<file path="src/rtl/mult_pkg.sv">
// mult_pkg: shared FSM state encoding and product width for the sequential multiplier
package mult_pkg;
  localparam int PROD_W = 16;
  typedef enum logic [1:0] {IDLE, RUN, DONE} state_t;
endpackage

</file>
<file path="src/rtl/lookahead_adder.sv">
// lookahead_adder: 16-bit adder built from four 4-bit carry-lookahead groups
module lookahead_adder (
  input  logic [15:0] a_i,
  input  logic [15:0] b_i,
  input  logic        ci_i,
  output logic [15:0] s_o,
  output logic        co_o
);
  logic [15:0] g, p;
  logic [16:0] c;
  assign g = a_i & b_i;
  assign p = a_i ^ b_i;
  assign c[0] = ci_i;
  for (genvar k = 0; k < 4; k++) begin : grp
    localparam int B = 4 * k;
    assign c[B+1] = g[B] | (p[B] & c[B]);
    assign c[B+2] = g[B+1] | (p[B+1] & g[B]) | (p[B+1] & p[B] & c[B]);
    assign c[B+3] = g[B+2] | (p[B+2] & g[B+1]) | (p[B+2] & p[B+1] & g[B])
                  | (p[B+2] & p[B+1] & p[B] & c[B]);
    assign c[B+4] = g[B+3] | (p[B+3] & g[B+2]) | (p[B+3] & p[B+2] & g[B+1])
                  | (p[B+3] & p[B+2] & p[B+1] & g[B]) | (&p[B+3:B] & c[B]);
  end
  assign s_o = p ^ c[15:0];
  assign co_o = c[16];
endmodule

</file>
<file path="src/rtl/mult_seq.sv">
// mult_seq: shift-and-add unsigned multiplier, one multiplier bit per cycle
module mult_seq
  import mult_pkg::*;
#(
  parameter int WIDTH = 8
) (
  input  logic              Clk,
  input  logic              Reset,
  input  logic              Start,
  input  logic [WIDTH-1:0]  A,
  input  logic [WIDTH-1:0]  B,
  output logic              Ready,
  output logic              Busy,
  output logic              Done,
  output logic [PROD_W-1:0] Product
);
  localparam int CNT_W = $clog2(WIDTH);
  state_t             state_q;
  logic [WIDTH-1:0]   mcand_q, mplier_q;
  logic [PROD_W-1:0]  acc_q, acc_d, addend, sum;
  logic [CNT_W-1:0]   cnt_q;
  logic               adder_co_unused;
  assign addend = {{(PROD_W-WIDTH){1'b0}}, mcand_q} << cnt_q;
  lookahead_adder u_add (
    .a_i (acc_q),
    .b_i (addend),
    .ci_i(1'b0),
    .s_o (sum),
    .co_o(adder_co_unused)
  );
  // accumulate the shifted multiplicand only when the current multiplier bit is set
  always_comb acc_d = mplier_q[cnt_q] ? sum : acc_q;
  // control FSM with operand latch, bit counter and accumulator
  always_ff @(posedge Clk) begin
    if (Reset) begin
      state_q  <= IDLE;
      mcand_q  <= '0;
      mplier_q <= '0;
      acc_q    <= '0;
      cnt_q    <= '0;
    end else begin
      case (state_q)
        IDLE: if (Start) begin
          state_q  <= RUN;
          mcand_q  <= A;
          mplier_q <= B;
          acc_q    <= '0;
          cnt_q    <= '0;
        end
        RUN: begin
          acc_q <= acc_d;
          cnt_q <= cnt_q + 1'b1;
          if (cnt_q == CNT_W'(WIDTH - 1)) state_q <= DONE;
        end
        default: state_q <= IDLE;
      endcase
    end
  end
  assign Ready   = state_q == IDLE;
  assign Busy    = state_q == RUN;
  assign Done    = state_q == DONE;
  assign Product = acc_q;
endmodule

</file>
<file path="config.mk">
export PLATFORM = sky130hd
export DESIGN_NAME = mult_seq
export DESIGN_NICKNAME = d
export VERILOG_FILES = /design/src/rtl/mult_pkg.sv /design/src/rtl/lookahead_adder.sv /design/src/rtl/mult_seq.sv
export SDC_FILE = /design/constraint.sdc
export NUM_CORES = 1
export LEC_CHECK = 0
export ABC_AREA = 1
export CAP_MARGIN = 40
export CORE_ASPECT_RATIO = 1.25
export CORE_MARGIN = 10
export CORE_UTILIZATION = 50
export CTS_BUF_LIST = sky130_fd_sc_hd__clkbuf_4
export CTS_CLUSTER_DIAMETER = 120
export DETAILED_ROUTE_END_ITERATION = 8
export PLACE_DENSITY = 0.75
export SYNTH_ARGS = -nofsm -noshare
export SYNTH_HDL_FRONTEND = slang
export SYNTH_SLANG_ARGS = --single-unit
</file>
<file path="constraint.sdc">
create_clock -name Clk -period 8.6 [get_ports Clk]
set_input_delay 2.15 -clock Clk [delete_from_list [all_inputs] [get_ports Clk]]
set_output_delay 2.15 -clock Clk [all_outputs]
set_load 0.005 [all_outputs]
</file>
# == Word level (Yosys, flattened, before mapping) ==
# Index checks and enable logic that the tools add are counted.
# totals
regBits,37
out_inout_bits,19
word_cells,115
# op_classes
add_sub_neg,1
magnitude_cmp,1
n_eq_ne,6
shifts,1
muxes,10
bitwise,83
reduce_logical,8
# op_table
cell,count
$and A1 B1 Y1,48
$mux W16,2
$or A1 B1 Y1,32
$pmux W16 S2,1
$xor A16 B16 Y16,2
$shl A8 B3 Y16,1
$and A15 B15 Y15,1
$reduce_and A4 Y1,2
$pmux W3 S2,1
$reduce_and A2 Y1,3
$lt A3 B4 Y1 const B,1
$mux W2,2
$ne A2 B1 Y1 const B,2
$pmux W2 S2,1
$add A3 B1 Y3 const B,1
$bmux W1 S3,1
$eq A3 B3 Y1 const B,1
$mux W3,1
$reduce_and A3 Y1,1
$eq A2 B1 Y1 const B,1
$eq A2 B2 Y1 const B,1
$logic_not A2 Y1,1
$ne A2 B2 Y1 const B,1
$reduce_bool A2 Y1,1
$mux W1,1

# == Depth between registers and ports, before layout ==
# Gate-level depths: netlist (run 1).
# depth
ltp_word,15
depth_mapped,21
depth_no_buf,20

# == Modules after synthesis ==
# Synthesis (run 1) repeated with hierarchy kept, for this count alone.
# hier_totals
hier_cells,415
hier_area_um2,2806.4
# by_module_without_submodules
module,n_inst,cells_per_inst,area_per_inst_um2,seq_area_each_um2
mult_seq,1,312,2063.2,740.7
lookahead_adder,1,103,743.2,0.0

# == Least setup slack after synthesis (run 1) ==
# OpenSTA, ideal clock, no wires.
# synth_timing
path_kind,in2reg
start,input port Start
end,"register acc_q[15], in the netlist Product[15]"
setup_ps,115
t_arrival_ps,2814
setup_slack_ps,5671
cell_stages,5
cell_sequence,nand2_1 > clkbuf_1 > a21oi_1 > a21oi_1 > nor2_1
# synth_via
elab_chain_cells,2
# synth_lines
element,line,text
start: declaration,mult_seq.sv:9,"input logic Start,"
$ne A2 B2 Y1 (no line),--,
$reduce_and A3 Y1 (no line),--,
end signal: assignment,mult_seq.sv:39,acc_q <= '0;
end signal: assignment,mult_seq.sv:47,acc_q <= '0;
end signal: assignment,mult_seq.sv:51,acc_q <= acc_d;
end: declaration,mult_seq.sv:20,"logic [PROD_W-1:0] acc_q, acc_d, addend, sum;"
# No other way between the ends.
# A chain may end at the register's enable or synchronous reset.

# == Worst setup path in the final report (run 1) ==
# layout_timing
start,register state_q[1]
end,output port Busy
# layout_via
elab_chain_cells,1
# layout_lines
element,line,text
start: declaration,mult_seq.sv:18,state_t state_q;
start signal: assignment,mult_seq.sv:36,state_q <= IDLE;
start signal: assignment,mult_seq.sv:44,state_q <= RUN;
start signal: assignment,mult_seq.sv:53,if (cnt_q == CNT_W'(WIDTH - 1)) state_q <= DONE;
$eq A2 B1 Y1,mult_seq.sv:60,assign Busy = state_q == RUN;
end: declaration,mult_seq.sv:13,"output logic Busy,"
# No other way between the ends.

==> summary.md, run 1 <==
| Metric | Value |
|---|---|
| Final count of negative-setup-slack endpoints | `0` |
| Post-synthesis sequential area ratio | `about a third` |
| Initial antenna violation count | `0` |
| Port Buffers | `37` |
| Final worst slack | `4.49 ns` |
| DP Wirelength | `4.11 mm` |
| H-Tree Level Count | `2` |
| Post-CTS sizing | `0` |
| CP endpoint | `Busy` |
| Vias in the first global route | `roughly 2100` |
| Slew @ Worst Pin | `0.715 ns` |
| Share of the synthesized area in the top cell type | `31.5%` |
| Final #Nets | `a little under 400` |
| Skew final | `0.0138 ns` |
| Tmin final | `4.11 ns` |
| Final Max Tran Viols | `0` |
| CP startpoint | `state_q[1]` |
| R2R Path Start | `cnt_q[1]` |
| Synth cell types | `33` |
| Status | `completed` |
| Vias/cell | `5.22` |
| Hold Vio Cnt, Final | `0` |
| 1st-iter DRT viols | `47` |
| Critical-path maximum fanout | `11` |
| Syn nets | `~370` |
| Reg2reg end | `Product[12]` |
| Multi-input logic area | `1440 um^2` |
| Post-CTS Setup Repair Bufs | `0` |
| Die ar. | `between 7000 and 8000 um^2` |
| Worst-case vdd ir drop | `0.104 mV` |
| Share of layout cells above drive strength 1 | `~7.8%` |
| Nature of the critical path endpoint | `primary output` |
| Cells on worst reg2reg path | `15` |
| Top FF cell, synth | `dfxtp_1` |
| Max layer used | `met4` |
| CTS tree | `yes` |
| P_leak | `1.21 nW` |
| # IOs | `38` |
| Synth area leaders | `dfxtp_1 (31%), nor2_1 (9.3%), o21ai_0 (9.1%), ha_1 (9.0%), nand2_1 (8.5%)` |
| Routed wire per std cell | `around 13 um` |
| Global route overflow | `0` |
| Worst slew margin | `52.2%` |
| Hold_buf cts | `0` |
| Pre-CTS WS | `between 4 and 5 ns` |
| PD cells | `between 100 and 150 nW/um^2` |
| Starting density of the core | `52.4%` |
| First-pass GRT wire length | `approximately 9.2 mm` |
| Synth Register Bits | `37` |
| CTS clk-pin slew, worst paths | `0.12 ns` |
| Sink Count | `37` |
| Fill count | `432` |
| CTS Buf Count | `5` |
| Ant diodes | `0` |
| Largest net degree at the start of global routing | `24` |
| Critical path arrival | `1.96 ns` |
| Root Buffer | `clkbuf_4` |
| Reg area | `roughly 740 um^2` |
| Met3 wire len | `~200 um` |
| Final Cycle Share | `a little under half` |
| Synth area leader | `dfxtp_1` |
| Reg2reg setup slack | `5.14 ns` |
| Setup crit start kind | `register` |
| Pre-antenna DRT Iters | `4` |
| Synth warn | `0` |
| Die Ht | `between 90 and 100 um` |
| Avg Inst Size Synth | `7.19 um^2` |
| DRT antenna net count | `0` |
| Post-synth EDFFs | `0` |
| FP Rows | `27` |
| WP data required | `6.45 ns` |
| WS Path Type | `reg -> out` |
| Post-synth ARST share | `0%` |
| Maxcap violations | `0` |
| Tot Pwr | `0.414 mW` |
| Drt drc | `0` |
| WL met1 | `2.37 mm` |
| Post-Route WL | `5.40 mm` |
| Mapped Area | `between 2000 and 2500 um^2` |
| Clock latency on the worst-skew pair | `0.36 ns` |
| Setup TNS | `0 ns` |
| Fmax | `0.243 GHz` |
| Tightest Hold Check Type | `reg -> reg` |
| Area delta synth->final | `19.0%` |
| Vias | `between 2000 and 2500` |
| RSZ-0062 raised after global routing | `no` |
| Met2 WL | `2.74 mm` |
| Die Wd | `a little over 80 um` |
| Placer Congestion | `0.860` |
| Clk buf depth | `2` |
| Post-synthesis cell count | `approximately 330` |
| Total core area | `4490 um^2` |
| Gr usage total | `14.2%` |
metal layers:
metal	vias to the layer above	GRT usage, %
met4	0	5.05
li1	1143	-
met3	11	3.05
met2	37	25.2
met1	980	15.8
met5	-	0
cells by family after synthesis:
family / after synthesis / synth area share (%)
simple gates: 145 / 26.4
flops: 37 / 31.5
buf+inv: 37 / 7.18
xor+xnor: 4 / 1.49
compound gates: 78 / 18.9
mux: 5 / 2.13
fa+ha+maj: 21 / 12.4
power breakdown:
group | switching [mW] | leakage [nW] | total (mW) | internal (mW)
registers | 0.0104 | 0.304 | 0.193 | 0.183
logic | 0.0528 | 0.867 | 0.0935 | 0.0407
clock network | 0.0662 | 0.0414 | 0.128 | 0.0615
worst max-delay path: stages (launching register included):
cell and delay (ns):
dfxtp_1 0.33, inv_1 0.06, nand2_1 0.20, inv_1 0.42
clkdlybuf4s50_1 0.59
synth_stat cells, drive strengths merged (4+ instances only):
cell / instances
buf: 9
dfxtp: 37
inv: 21
nand2: 62
fa: 4
mux2i: 5
nor3: 4
ha: 17
a21oi: 27
nor2: 58
o21ai: 44
clkbuf: 5
nand3: 14
placed cells by master, fill, tap and decap left out, drive strengths merged:
master | netlist | layout
clkinvlp | 0 | 1
nand3 | 14 | 14
clkinv | 2 | 3
xor2 | 1 | 1
mux2i | 5 | 5
a211oi | 1 | 1
fa | 4 | 4
dfxtp | 37 | 37
o211ai | 2 | 2
o21bai | 2 | 2
clkdlybuf4s50 | 0 | 37
ha | 17 | 17
bufinv | 0 | 1
inv | 21 | 21
o211a | 2 | 2
nand3b | 3 | 3
a21oi | 27 | 27
nand2 | 62 | 62
nand4 | 3 | 3
xnor2 | 3 | 3
or2 | 1 | 1
clkbuf | 5 | 5
nor2 | 58 | 58
nor3 | 4 | 4
o21ai | 44 | 44
per-stage QoR:
step | utilization (%) | cell area (um^2) | cells | hold slack (ns)
after global placement | 60.4 | 2720 | 408 | 0.461
after global routing | 62.3 | 2800 | 416 | 0.514
after detailed placement | 60.4 | 2720 | 408 | 0.465
after CTS | 62.3 | 2800 | 416 | 0.492
final | 62.3 | 2800 | 416 | 0.489
after floorplan | - | 2350 | 327 | 0.439
registers in the layout, summed over array words and instances (netlist names):
register	cells
Product	16
cnt_q	3
mcand_q	8
mplier_q	8
state_q	2
layout make-up:
type | count | share of cell area (%)
inverter | 23 | 3.17
timing repair buffer | 37 | 13.2
clock buffer | 5 | 1.34
clock inverter | 3 | 1.65
multi-input combinational | 253 | 51.5
tap | 58 | 2.59
sequential | 37 | 26.5
how the worst min path moves through the flow:
stage	depth (start not counted)	end	startpoint
CTS	2	mcand_q[4]	mcand_q[4]
detailed placement	2	mplier_q[5]	mplier_q[5]
global placement	2	mplier_q[6]	mplier_q[6]
global route	2	mplier_q[6]	mplier_q[6]
finish	2	mplier_q[5]	mplier_q[5]
floorplan	2	mcand_q[1]	mcand_q[1]
Note: power is estimated with default switching activity, not from simulation.
==> run 2: changes to the inputs <==
==> constraint.sdc (replaced) <==
create_clock -name Clk -period 4.05 [get_ports Clk]
set_input_delay 1.0125 -clock Clk [delete_from_list [all_inputs] [get_ports Clk]]
set_output_delay 1.0125 -clock Clk [all_outputs]
set_load 0.005 [all_outputs]
==> summary.md, run 2 (synthesis results as in run 1) <==
| Metric | Value |
|---|---|
| Most frequent cells in the layout | `nor2_1 (58), nand2_1 (53), o21ai_0 (43)` |
| Reg2reg setup slack | `0.67 ns` |
| CP top delay family | `compound AO/OA/AOI/OAI gates` |
| Drt drc | `0` |
| CP max-delay cell | `dfxtp_1` |
| Crit path buf inv count | `2` |
| Pre-CTS WS | `0.758 ns` |
| Switching share of power | `30.7%` |
| Maxcap violations | `0` |
| Hold_buf cts | `0` |
| Hold Vio Cnt, Final | `0` |
| H-Tree Level Count | `2` |
| Initial antenna violation count | `0` |
| Vias | `approximately 2200` |
| GRT busiest layer | `met2` |
| Final worst slack | `0.674 ns` |
| Post-CTS sizing | `0` |
| Area delta synth->final | `18.8%` |
| First-pass GRT wire length | `9.29 mm` |
| Largest net degree at the start of global routing | `24` |
| Pre-antenna DRT Iters | `5` |
| Ant diodes | `0` |
| Clk buf depth | `2` |
| DP Wirelength | `4.18 mm` |
| Total core area | `approximately 4500 um^2` |
| Final #Nets | `a little under 400` |
| Tightest Hold Check Type | `reg -> reg` |
| CP Cell Sequence | `clkinv_1 -> o21ai_0 -> o21ai_0 -> ha_1 -> a21oi_1 -> nor2_1 -> nor2_1 -> nand2_2 -> nand2_1 -> nand2_1 -> inv_1 -> fa_1 -> nor2_1 -> nand2_1 -> a21oi_2` |
| Skew final | `0.0160 ns` |
| Min-delay src | `mcand_q[1]` |
| WP data required | `approximately 4.3 ns` |
| Tmin final | `3.38 ns` |
| Internal | `between 0.6 and 0.7 mW` |
| Root Buffer | `clkbuf_4` |
| Placer Congestion | `~0.92` |
| Sequential fraction of design power | `47.2%` |
| Slowest stage delay, CP | `between 0.7 and 0.8 ns` |
| M1 GR Usage | `between 10% and 20%` |
| DRT antenna net count | `0` |
| Tot Pwr | `0.869 mW` |
| 1st-iter DRT viols | `about 110` |
| Share of layout cells above drive strength 1 | `7.54%` |
| Routed wire per std cell | `between 10 and 15 um` |
| Sink Count | `37` |
| Setup crit start kind | `register` |
| Gate power share | `23.0%` |
| Final Max Tran Viols | `0` |
| Post-Route WL | `5.38 mm` |
| Cells on worst reg2reg path | `15` |
| RSZ-0062 raised after global routing | `no` |
| Global route overflow | `0` |
| Worst slew margin | `51.5%` |
| Gr usage total | `14.3%` |
| Worst-case vdd ir drop | `0.227 mV` |
| FP Rows | `27` |
| Die Wd | `81.4 um` |
| Fmax | `approximately 0.3 GHz` |
| Status | `completed` |
| Reg2reg end | `Product[12]` |
| CTS Buf Count | `5` |
| Final Cycle Share | `83.4%` |
| # IOs | `38` |
| Hold Crit Depth | `2` |
| Vias in the first global route | `2094` |
| Critical-path maximum fanout | `20` |
| Port Buffers | `37` |
| Post-CTS Setup Repair Bufs | `0` |
| Setup TNS | `0 ns` |
| Die ar. | `7870 um^2` |
| Final core occ | `62.2%` |
| WS Path Type | `reg -> reg` |
| Die Ht | `~97 um` |
| P_leak | `1.21 nW` |
| Most common cell after layout, fill and taps aside | `nor2_1` |
| Largest register FFs | `16` |
| CTS tree | `yes` |
| Met2 Resource Use GR | `25.1%` |
| Slew @ Worst Pin | `0.725 ns` |
| Critical path arrival | `3.67 ns` |
| Worst Hold End | `mcand_q[1]` |
| Met3 GRT Util | `3.79%` |
| NetSw | `0.267 mW` |
| Clk pwr share | `29.8%` |
| Nature of the critical path endpoint | `register` |
| R2R Path Start | `cnt_q[1]` |
| Final count of negative-setup-slack endpoints | `0` |
| Clock latency on the worst-skew pair | `0.36 ns` |
| PD cells | `311 nW/um^2` |
| CTS clk-pin slew, worst paths | `0.12 ns` |
| Starting density of the core | `a little over half` |
| Vias/cell | `5.30` |
[run 2: cell counts in the layout (fill, tap and decap cells not counted)]
Identical to the previous run, type by type.
[run 2: worst max path at each step]
| stage | depth (start not counted) | slack [ns] | endpoint | start |
|---|---|---|---|---|
| final | 15 | 0.67 | Product[12] | cnt_q[1] |
| after global routing | 15 | 0.31 | Product[12] | cnt_q[1] |
| after CTS | 15 | 0.71 | Product[12] | cnt_q[1] |
| after detailed placement | 15 | 0.76 | Product[12] | cnt_q[1] |
| after global placement | 15 | 0.89 | Product[12] | cnt_q[1] |
| after floorplan | 20 | 1.34 | Product[12] | cnt_q[0] |
[run 2: routing by layer]
metal	vias to the layer above	part of all wire, %
li1	1147	-
met5	-	0
met1	1005	44
met2	42	50
met3	9	4.2
met4	0	1.9
[run 2: final cells by class]
type	instances	area, um^2
Fill cell	441	1700
Clock buffer	5	37.5
Timing Repair Buffer	37	370
Tap cell	58	72.6
Inverter	23	88.8
Clock inverter	3	41.3
Multi-Input combinational cell	253	1440
Sequential cell	37	741
[run 2: power by group through the flow]
| stage | clock [mW] | sequential (mW) | combinational, mW |
|---|---|---|---|
| after global placement | 0 | 0.418 | 0.196 |
| after global routing | 0.278 | 0.414 | 0.229 |
| after floorplan | 0 | 0.411 | 0.144 |
| after detailed placement | 0 | 0.419 | 0.200 |
| after CTS | 0.263 | 0.410 | 0.201 |
| final | 0.259 | 0.410 | 0.200 |
[run 2: stage by stage]
step	hold slack [ns]	instances	area, um^2
final	0.489	416	2790
after global routing	0.514	416	2790
after CTS	0.490	416	2790
after detailed placement	0.473	408	2720
after global placement	0.467	408	2720
after floorplan	0.439	327	2350
[run 2: worst min-delay path, delay by kind of cell, from the launching register on]
kind,cells,cell delay (ns)
AOI/OAI and AO/OA,1,0.06
buffers and inverters,1,0.08
DFF,1,0.31
